==> src/rtl/pi_frame_tx_if.sv <==
// Bus bundle between the effects stage and the Pi frame transmitter.
// The master drives sample strobes and overrun clear; the slave (transmitter) drives the SPI lines and status.
`timescale 1ns/1ps
interface pi_frame_tx_if;
    logic        sample_valid;
    logic [10:0] sample;
    logic        overrun_clr;
    logic        sclk;
    logic        dout;
    logic        ncs;
    logic        busy;
    logic        overrun;

    modport master (
        output sample_valid, sample, overrun_clr,
        input  sclk, dout, ncs, busy, overrun
    );

    modport slave (
        input  sample_valid, sample, overrun_clr,
        output sclk, dout, ncs, busy, overrun
    );
endinterface

==> src/rtl/pi_frame_tx.sv <==
// pi_frame_tx: framed SPI (mode 0) transmitter carrying sign-magnitude samples to the Raspberry Pi.
// Define PI_FRAME_PARITY_EN to place even parity over bits 15:1 in bit 0; otherwise bit 0 is 0.
`timescale 1ns/1ps
module pi_frame_tx #(
    parameter int SCLK_HALF = 16,
    parameter int GUARD     = 32
) (
    input  logic         clk,
    input  logic         reset,
    pi_frame_tx_if.slave bus
);
    localparam int CNT_MAX = (SCLK_HALF > GUARD) ? SCLK_HALF : GUARD;
    localparam int CW      = $clog2(CNT_MAX + 1);
    localparam logic [CW-1:0] HALF_LAST  = CW'(SCLK_HALF - 1);
    localparam logic [CW-1:0] GUARD_LAST = CW'(GUARD - 1);

    typedef enum logic [1:0] {
        IDLE  = 2'd0,
        SHIFT = 2'd1,
        HOLD  = 2'd2
    } state_t;

`ifdef PI_FRAME_PARITY_EN
    function automatic logic frame_parity(input logic [14:0] bits);
        return ^bits;
    endfunction
`endif

    function automatic logic [15:0] build_frame(input logic [10:0] smp, input logic seq);
        logic [15:0] f;
        f = {3'b101, smp, seq, 1'b0};
`ifdef PI_FRAME_PARITY_EN
        f[0] = frame_parity(f[15:1]);
`endif
        return f;
    endfunction

    state_t        state_q;
    logic [14:0]   shreg_q;
    logic [3:0]    bit_q;
    logic [CW-1:0] cnt_q;
    logic          sclk_q;
    logic          dout_q;
    logic          ncs_q;
    logic          busy_q;
    logic          seq_q;
    logic [10:0]   pend_q;
    logic          pend_valid_q;
    logic          overrun_q;

    logic          hold_end;
    logic          consume;
    logic          direct_load;
    logic          start_frame;
    logic          store;
    logic          ovr_event;
    logic [10:0]   load_sample;
    logic [15:0]   load_frame;
    logic          pend_valid_d;
    logic          overrun_d;

    // Frame-start decision and pending-slot bookkeeping; a HOLD-exit consume frees the slot for a same-cycle strobe.
    always_comb begin
        hold_end     = (state_q == HOLD) && (cnt_q == GUARD_LAST);
        consume      = hold_end && pend_valid_q;
        direct_load  = bus.sample_valid && ((state_q == IDLE) || (hold_end && !pend_valid_q));
        start_frame  = consume || direct_load;
        store        = bus.sample_valid && busy_q && !direct_load;
        ovr_event    = store && pend_valid_q && !consume;
        load_sample  = consume ? pend_q : bus.sample;
        load_frame   = build_frame(load_sample, seq_q);
        pend_valid_d = store ? 1'b1 : (consume ? 1'b0 : pend_valid_q);
        overrun_d    = ovr_event ? 1'b1 : (bus.overrun_clr ? 1'b0 : overrun_q);
    end

    // Frame FSM: shifts 16 bits MSB first, then holds ncs high for the guard time.
    always_ff @(posedge clk or posedge reset) begin
        if (reset) begin
            state_q <= IDLE;
            shreg_q <= 15'd0;
            bit_q   <= 4'd0;
            cnt_q   <= '0;
            sclk_q  <= 1'b0;
            dout_q  <= 1'b0;
            ncs_q   <= 1'b1;
            busy_q  <= 1'b0;
            seq_q   <= 1'b0;
        end else if (start_frame) begin
            state_q <= SHIFT;
            shreg_q <= load_frame[14:0];
            dout_q  <= load_frame[15];
            bit_q   <= 4'd15;
            cnt_q   <= '0;
            sclk_q  <= 1'b0;
            ncs_q   <= 1'b0;
            busy_q  <= 1'b1;
        end else begin
            case (state_q)
                IDLE: begin
                    cnt_q <= '0;
                end
                SHIFT: begin
                    if (cnt_q == HALF_LAST) begin
                        cnt_q <= '0;
                        if (!sclk_q) begin
                            sclk_q <= 1'b1;
                        end else if (bit_q == 4'd0) begin
                            state_q <= HOLD;
                            sclk_q  <= 1'b0;
                            dout_q  <= 1'b0;
                            ncs_q   <= 1'b1;
                            seq_q   <= ~seq_q;
                        end else begin
                            // Next bit is presented at the start of its low phase.
                            sclk_q  <= 1'b0;
                            bit_q   <= bit_q - 4'd1;
                            dout_q  <= shreg_q[14];
                            shreg_q <= {shreg_q[13:0], 1'b0};
                        end
                    end else begin
                        cnt_q <= cnt_q + {{(CW-1){1'b0}}, 1'b1};
                    end
                end
                HOLD: begin
                    if (hold_end) begin
                        state_q <= IDLE;
                        busy_q  <= 1'b0;
                        cnt_q   <= '0;
                    end else begin
                        cnt_q <= cnt_q + {{(CW-1){1'b0}}, 1'b1};
                    end
                end
                default: begin
                    state_q <= IDLE;
                    cnt_q   <= '0;
                    sclk_q  <= 1'b0;
                    dout_q  <= 1'b0;
                    ncs_q   <= 1'b1;
                    busy_q  <= 1'b0;
                end
            endcase
        end
    end

    // Pending sample slot and sticky overrun flag.
    always_ff @(posedge clk or posedge reset) begin
        if (reset) begin
            pend_q       <= 11'd0;
            pend_valid_q <= 1'b0;
            overrun_q    <= 1'b0;
        end else begin
            if (store) begin
                pend_q <= bus.sample;
            end
            pend_valid_q <= pend_valid_d;
            overrun_q    <= overrun_d;
        end
    end

    assign bus.sclk    = sclk_q;
    assign bus.dout    = dout_q;
    assign bus.ncs     = ncs_q;
    assign bus.busy    = busy_q;
    assign bus.overrun = overrun_q;
endmodule

==> src/flat_wrapper.sv <==
// flat-port wrapper written by rule: the top's interface ports become plain ports
module pi_frame_tx_flat 
#(
    parameter int SCLK_HALF = 16,
    parameter int GUARD     = 32
)
  (clk, reset, bus_sample_valid, bus_sample, bus_overrun_clr, bus_sclk, bus_dout, bus_ncs, bus_busy, bus_overrun);
  pi_frame_tx_if bus_i ();
  input  logic clk;
  input  logic reset;
  input wire logic [$bits(bus_i.sample_valid)-1:0] bus_sample_valid;
  input wire logic [$bits(bus_i.sample)-1:0] bus_sample;
  input wire logic [$bits(bus_i.overrun_clr)-1:0] bus_overrun_clr;
  output wire logic [$bits(bus_i.sclk)-1:0] bus_sclk;
  output wire logic [$bits(bus_i.dout)-1:0] bus_dout;
  output wire logic [$bits(bus_i.ncs)-1:0] bus_ncs;
  output wire logic [$bits(bus_i.busy)-1:0] bus_busy;
  output wire logic [$bits(bus_i.overrun)-1:0] bus_overrun;
  assign bus_i.sample_valid = bus_sample_valid;
  assign bus_i.sample = bus_sample;
  assign bus_i.overrun_clr = bus_overrun_clr;
  assign bus_sclk = bus_i.sclk;
  assign bus_dout = bus_i.dout;
  assign bus_ncs = bus_i.ncs;
  assign bus_busy = bus_i.busy;
  assign bus_overrun = bus_i.overrun;
  pi_frame_tx #(.SCLK_HALF(SCLK_HALF), .GUARD(GUARD)) u_core (.clk(clk), .reset(reset), .bus(bus_i));
endmodule
==> config.mk <==
export PLATFORM = sky130hd
export DESIGN_NAME = pi_frame_tx_flat
export DESIGN_NICKNAME = d
export VERILOG_FILES = /design/src/rtl/pi_frame_tx_if.sv /design/src/rtl/pi_frame_tx.sv /design/src/flat_wrapper.sv
export SDC_FILE = /design/constraint.sdc
export NUM_CORES = 1
export LEC_CHECK = 0
export ABC_AREA = 1
export ABC_CLOCK_PERIOD_IN_PS = 3970
export BUFFER_PORTS_ARGS = -buffer_cell sky130_fd_sc_hd__buf_2
export CELL_PAD_IN_SITES_DETAIL_PLACEMENT = 1
export CELL_PAD_IN_SITES_GLOBAL_PLACEMENT = 1
export CORE_ASPECT_RATIO = 0.7
export CORE_MARGIN = 2
export CORE_UTILIZATION = 48
export DETAILED_ROUTE_END_ITERATION = 10
export MAX_ROUTING_LAYER = met4
export PLACE_DENSITY_LB_ADDON = 0.1
export SLEW_MARGIN = 20
export SYNTH_ARGS = -nofsm -noshare
export SYNTH_HDL_FRONTEND = slang
export SYNTH_SLANG_ARGS = --single-unit
export TNS_END_PERCENT = 30
==> constraint.sdc <==
create_clock -name clk -period 3.97 [get_ports clk]
set_input_delay 0.5955 -clock clk [delete_from_list [all_inputs] [get_ports clk]]
set_output_delay 0.5955 -clock clk [all_outputs]
set_load 0.05 [all_outputs]
Yosys cells after proc, flatten, opt, wreduce, memory -nomap -nowiden
Cells that the tools add are included.
{"block": "classes", "n_addsub": 2, "reduce_logical": 29, "mux": 42, "n_bitwise": 2, "eq_ne": 12}
{"cell": "$mux W15", "count": 5}
{"cell": "$mux W4", "count": 5}
{"cell": "$mux W6", "count": 3}
{"cell": "$mux W1", "count": 17}
{"cell": "$ne A3 B1 Y1 const B", "count": 4}
{"cell": "$pmux W6 S2", "count": 1}
{"cell": "$mux W11", "count": 1}
{"cell": "$mux W2", "count": 5}
{"cell": "$reduce_and A5 Y1", "count": 2}
{"cell": "$reduce_bool A2 Y1", "count": 5}
{"cell": "$logic_and A1 B1 Y1", "count": 8}
{"cell": "$ne A2 B1 Y1 const B", "count": 4}
{"cell": "$pmux W1 S2", "count": 4}
{"cell": "$reduce_and A4 Y1", "count": 2}
{"cell": "$add A6 B1 Y6 const B", "count": 1}
{"cell": "$eq A6 B4 Y1 const B", "count": 1}
{"cell": "$eq A6 B5 Y1 const B", "count": 1}
{"cell": "$pmux W2 S3", "count": 1}
{"cell": "$logic_not A4 Y1", "count": 1}
{"cell": "$reduce_and A2 Y1", "count": 2}
{"cell": "$reduce_or A2 Y1", "count": 2}
{"cell": "$sub A4 B1 Y4 const B", "count": 1}
{"cell": "$logic_not A1 Y1", "count": 3}
{"cell": "$reduce_and A3 Y1", "count": 1}
{"cell": "5 further kinds", "count": 7}
{"block": "totals", "output_inout_bits": 5, "in_bits": 15, "reg_bits": 45}

Logic depth before layout (Yosys ltp)
{"block": "depth", "word_depth": 10, "depth_mapped": 13, "ltp_nobuf": 13}

Worst setup path after synthesis
OpenSTA, ideal clock, no wires.
{"block": "synth_path", "path_type": "flip-flop to flip-flop", "startpoint": "reg u_core.cnt_q[0]", "endpoint": "reg u_core.sclk_q, in the netlist u_core.bus.sclk", "t_required_ps": 3896, "slack_ps": 2388, "period_less_slack_ps": 1582, "setup_time_ps": 74, "path_stages_with_launch": 12, "arrival_time_ps": 1508, "cell_sequence": "dfrtp_1 ha_1 nand3_2 nor2_4 nand2_2 nand2_4 a21oi_2 buf_6 nand2_4 nand2_2 nand2_1 o21ai_2"}
{"block": "synth_via", "elab_chain_cells": 8, "elab_cells_between_ends": 12, "classes_between": "4 x eq/ne; 1 x mux; 7 x reduce/logical"}
{"item": "start, declared", "line": "pi_frame_tx.sv:41", "source": "logic [CW-1:0] cnt_q;"}
{"item": "start signal, assigned", "line": "pi_frame_tx.sv:121", "source": "cnt_q <= cnt_q + {{(CW-1){1'b0}}, 1'b1};"}
{"item": "start signal, assigned", "line": "pi_frame_tx.sv:130", "source": "cnt_q <= cnt_q + {{(CW-1){1'b0}}, 1'b1};"}
{"item": "$eq A6 B5 Y1", "line": "pi_frame_tx.sv:64", "source": "hold_end = (state_q == HOLD) && (cnt_q == GUARD_LAST);"}
{"item": "$logic_and A1 B1 Y1", "line": "pi_frame_tx.sv:64"}
{"item": "$logic_and A1 B1 Y1", "line": "pi_frame_tx.sv:66", "source": "direct_load = bus.sample_valid && ((state_q == IDLE) || (hold_end && !pend_valid_q));"}
{"item": "$logic_or A1 B1 Y1", "line": "pi_frame_tx.sv:66"}
{"item": "$logic_and A1 B1 Y1", "line": "pi_frame_tx.sv:66"}
{"item": "$logic_or A1 B1 Y1", "line": "pi_frame_tx.sv:67", "source": "start_frame = consume || direct_load;"}
{"item": "$ne A3 B1 Y1 (no source line) or $ne A2 B1 Y1 (tied branches)"}
{"item": "$reduce_and A2 Y1 (no source line)"}
{"item": "end signal, assigned", "line": "pi_frame_tx.sv:83", "source": "sclk_q <= 1'b0;"}
{"item": "end signal, assigned", "line": "pi_frame_tx.sv:94", "source": "sclk_q <= 1'b0;"}
{"item": "end signal, assigned", "line": "pi_frame_tx.sv:106", "source": "sclk_q <= 1'b1;"}
{"item": "end, declared", "line": "pi_frame_tx.sv:42", "source": "logic sclk_q;"}
Several ways; a longest one is shown, not always the timed one.
A chain may end at the register's enable or synchronous reset.

Final worst setup path
{"block": "layout_path", "startpoint": "reg u_core.cnt_q[0]", "endpoint": "reg u_core.shreg_q[1]"}
{"block": "layout_via", "elab_chain_cells": 8, "elab_cells_between_ends": 14, "classes_between": "3 x eq/ne; 1 x mux; 10 x reduce/logical"}
{"item": "$eq A6 B5 Y1", "line": "pi_frame_tx.sv:64"}
{"item": "$logic_and A1 B1 Y1", "line": "pi_frame_tx.sv:64"}
{"item": "$logic_and A1 B1 Y1", "line": "pi_frame_tx.sv:66"}
{"item": "$logic_or A1 B1 Y1", "line": "pi_frame_tx.sv:66"}
{"item": "$logic_and A1 B1 Y1", "line": "pi_frame_tx.sv:66"}
{"item": "$logic_or A1 B1 Y1", "line": "pi_frame_tx.sv:67"}
{"item": "$ne A2 B1 Y1 (no source line) or $reduce_bool A2 Y1 (tied branches)"}
{"item": "$reduce_and A4 Y1 (no source line)"}
{"item": "end signal, assigned", "line": "pi_frame_tx.sv:90", "source": "shreg_q <= load_frame[14:0];"}
{"item": "end signal, assigned", "line": "pi_frame_tx.sv:118", "source": "shreg_q <= {shreg_q[13:0], 1'b0};"}
{"item": "end, declared", "line": "pi_frame_tx.sv:39", "source": "logic [14:0] shreg_q;"}
Several ways; a longest one is shown, not always the timed one.

==> impl_metrics.toml <==
[timing]
worst_pin_slew_ps = 559.6
min_period_ps = 2208
period_share_pct = 55.62
max_freq_ghz = 0.4529
drv_slew = 0
setup_violations = 0
final-hold-violation-count = 0
setup_tns_ps = 0
fin_skew_ps = 5.830
fin_ws_ps = 1762
rsz0062_at_grt = "no"
slew_headroom_pct = 62.69

[cells_and_area]
fin_nets = 313
antenna_cells = 0
final_common_cell = "nand2_1"
layout_common_cells = "nand2_1, dfrtp_1, inv_1"
drive_gt1_share_pct = 18.09
syn_to_final_growth_pct = 7.923
fillerInstances = 586

[routing]
ant_nets = 0
drt_pre_antenna_iters = 4
wl_per_cell_um = 14.43
wirelength_um = 5049
dr_total_vias = 1819
vias_per_cell = 5.197
drc_errors = 0
drt_iter0_markers = 83

[floorplanning]
chipWidth_um = 87.41
die_y_um = 62.38
start_util_pct = 49.42
num_rows = 21
pin_count = 20
fp.dieArea_mm2 = 0.005452
core-area_mm2 = 0.004730

[logic_synthesis]
synth.area.top_cells = "dfrtp_1, nand2_1, nand3_1, inv_1, o211ai_1"
synth_simple_gate_area_share_pct = 26.12
synth_top_family_by_area = "simple AND/OR/NAND/NOR gates"
ys_warn_count = 0
ys_ff_latch = 44
synth.lib_cells_used.distinct = 31
yosysTopAreaCell = "dfrtp_1"
synth.area.mux_share_pct = 0
syn_area_mm2 = 0.002337
avgSynthCellArea_um2 = 8.530
synth_nets = 294
synth_xor_area_share_pct = 1.124
syn_inst = 274
yosysTopAreaCellShare_pct = 46.04
synth_compound_area_share_pct = 12.42
yosysSeqAreaShare_pct = 47.16
synth-adder-area-share_pct = 2.677

[clock_tree]
cts_root_buf = "clkbuf_8"
clock_sinks = 44
clk_pin_slew_ps = 80
postCtsSetupRepairBufs = 0
hold_buffers = 0
numCtsBuffers = 5
insertion_delay_ps = 290
postCtsResizedCells = 0
clockBufferDepth = 2
htree_levels = 2
cts_tree = "yes"

[power_and_ir_drop]
irDropWorstVdd_uv = 280.6
swShare_pct = 41.54
pwr-share-seq_pct = 41.6
p_leak_uw = 0.001259
clkPwrFrac_pct = 18.2
p_per_area_mw_per_mm2 = 649.7
intPower_uw = 957.9
combPwrFrac_pct = 40.2
switchingPower_uw = 680.8

[setup_path]
endpoint_kind = "flip-flop"
worst-setup-path-type = "flip-flop to flip-flop"
path_cells = "ha_1 -> nand3_2 -> nor2_4 -> nand2_4 -> inv_4 -> a21oi_2 -> buf_4 -> nand2_1 -> inv_2 -> nand2_1 -> o21ai_0"
reg2reg_from = "u_core.cnt_q[0]$_DFF_PP0_"
startpoint_type = "flip-flop"
required_ps = 4170
cp_num_buf_inv = 3
path_max_fanout = 19
worstReg2RegEnd = "u_core.shreg_q[1]$_DFFE_PP0P_"
r2r_setup_slack_ps = 1760
cp_top_family = "buffers and inverters"
crit_path_max_incr_delay_ps = 420
cp.arrival_ps = 2410
r2r.worst_path.cells = 11
crit_top_cell = "nand2_1"
cp_slowest_cell = "dfrtp_1"

[global_routing]
grt_use_total_pct = 21.32
grt_max_degree = 45
grt_pass1_vias = 1760
grt_pass1_wl_um = 8818
grt_overflow_total = 0
antenna_found_initial = 0

[job]
drv_cap = 0

[status]
status = "complete, no violations"

[placement]
dpl.hpwl_um = 3701
port-buffer-count = 19
routabilityCongestion = 0.7711
preCtsSetupSlack_ps = 1804

[min_path]
hp-class = "input port to async pin"
==> layout make-up <==
type                    count  area [um2]  area share (%)
clock buffers               7       96.34           3.819
inverters                  40       152.6           6.052
multi-input cells         181       989.7           39.24
flip-flops and latches     44        1102           43.70
well taps                  57       71.32           2.827
repair buffers             21       110.1           4.365
==> worst reg2reg max path: cells and delay by family, from the launching register on <==
| kind | cells | cell delay, ps |
|---|---|---|
| AO/OA/AOI/OAI | 2 | 310 |
| adder cells (fa/ha/maj) | 1 | 250 |
| buffers and inverters | 3 | 570 |
| flip-flops | 1 | 420 |
| AND/OR/NAND/NOR | 5 | 580 |
==> flip-flops by register name (all words and copies together) (netlist names), 2 cells and up <==
register and cells:
u_core.shreg_q 14, u_core.pend_q 11, u_core.cnt_q 6, u_core.bit_q 4, u_core.state_q 2
==> through the flow <==
| step | utilization [%] | instances | area, um2 | hold slack (ps) | power, uW |
|---|---|---|---|---|---|
| after floorplan | - | 274 | 2337 | 432.2 | 1222 |
| after global placement | 51.30 | 343 | 2426 | 448.5 | 1334 |
| after detailed placement | 51.30 | 343 | 2426 | 454.5 | 1354 |
| after CTS | 53.33 | 350 | 2522 | 448.5 | 1657 |
| after global routing | 53.33 | 350 | 2522 | 468.7 | 1785 |
| final | 53.33 | 350 | 2522 | 430.1 | 1639 |
==> cell usage after synthesis, drive strengths merged <==
master and instances:
buf 8, o211ai 14, nand3 35, dfstp 1, a21oi 7, nor3 2, nand4 1, xor2 3
o21ai 23, dfrtp 43, clkbuf 1, nor2 16, inv 40, nand2 75, ha 5
==> logic make-up after synthesis <==
group / after synthesis
and+or+nand+nor: 129
buffers and inverters: 49
AOI/OAI and AO/OA: 44
DFF: 44
adders and majority gates: 5
xor gates and xnor gates: 3
==> layer usage <==
metal	part of all wire, %	vias up	global-route usage, %
li1	-	920	-
met5	0	-	-
met1	54	869	33.45
met4	0.67	0	4.615
met3	3.6	4	3.963
met2	41	26	28.60
==> worst max-delay path by stage <==
stage / startpoint / slack [ps] / depth (start not counted) / to
5_1_grt: u_core.cnt_q[0]$_DFF_PP0_ / 1580 / 11 / u_core.shreg_q[1]$_DFFE_PP0P_
6_report: u_core.cnt_q[0]$_DFF_PP0_ / 1760 / 11 / u_core.shreg_q[1]$_DFFE_PP0P_
3_5_place_dp: u_core.cnt_q[0]$_DFF_PP0_ / 1800 / 11 / u_core.shreg_q[1]$_DFFE_PP0P_
3_3_place_gp: u_core.cnt_q[0]$_DFF_PP0_ / 1900 / 11 / u_core.shreg_q[1]$_DFFE_PP0P_
4_1_cts: u_core.cnt_q[0]$_DFF_PP0_ / 1760 / 11 / u_core.shreg_q[1]$_DFFE_PP0P_
2_1_floorplan: reset / 2350 / 1 / u_core.bit_q[0]$_DFFE_PP0P_
==> power groups by stage <==
stage          Combinational, uW  Clock (uW)  Sequential [uW]
2_1_floorplan                480           0              743
3_3_place_gp                 650           0              684
3_5_place_dp                 666           0              688
4_1_cts                      667         308              682
5_1_grt                      755         329              701
6_report                     659         298              682
No activity file was read; power rests on OpenSTA's default activity.
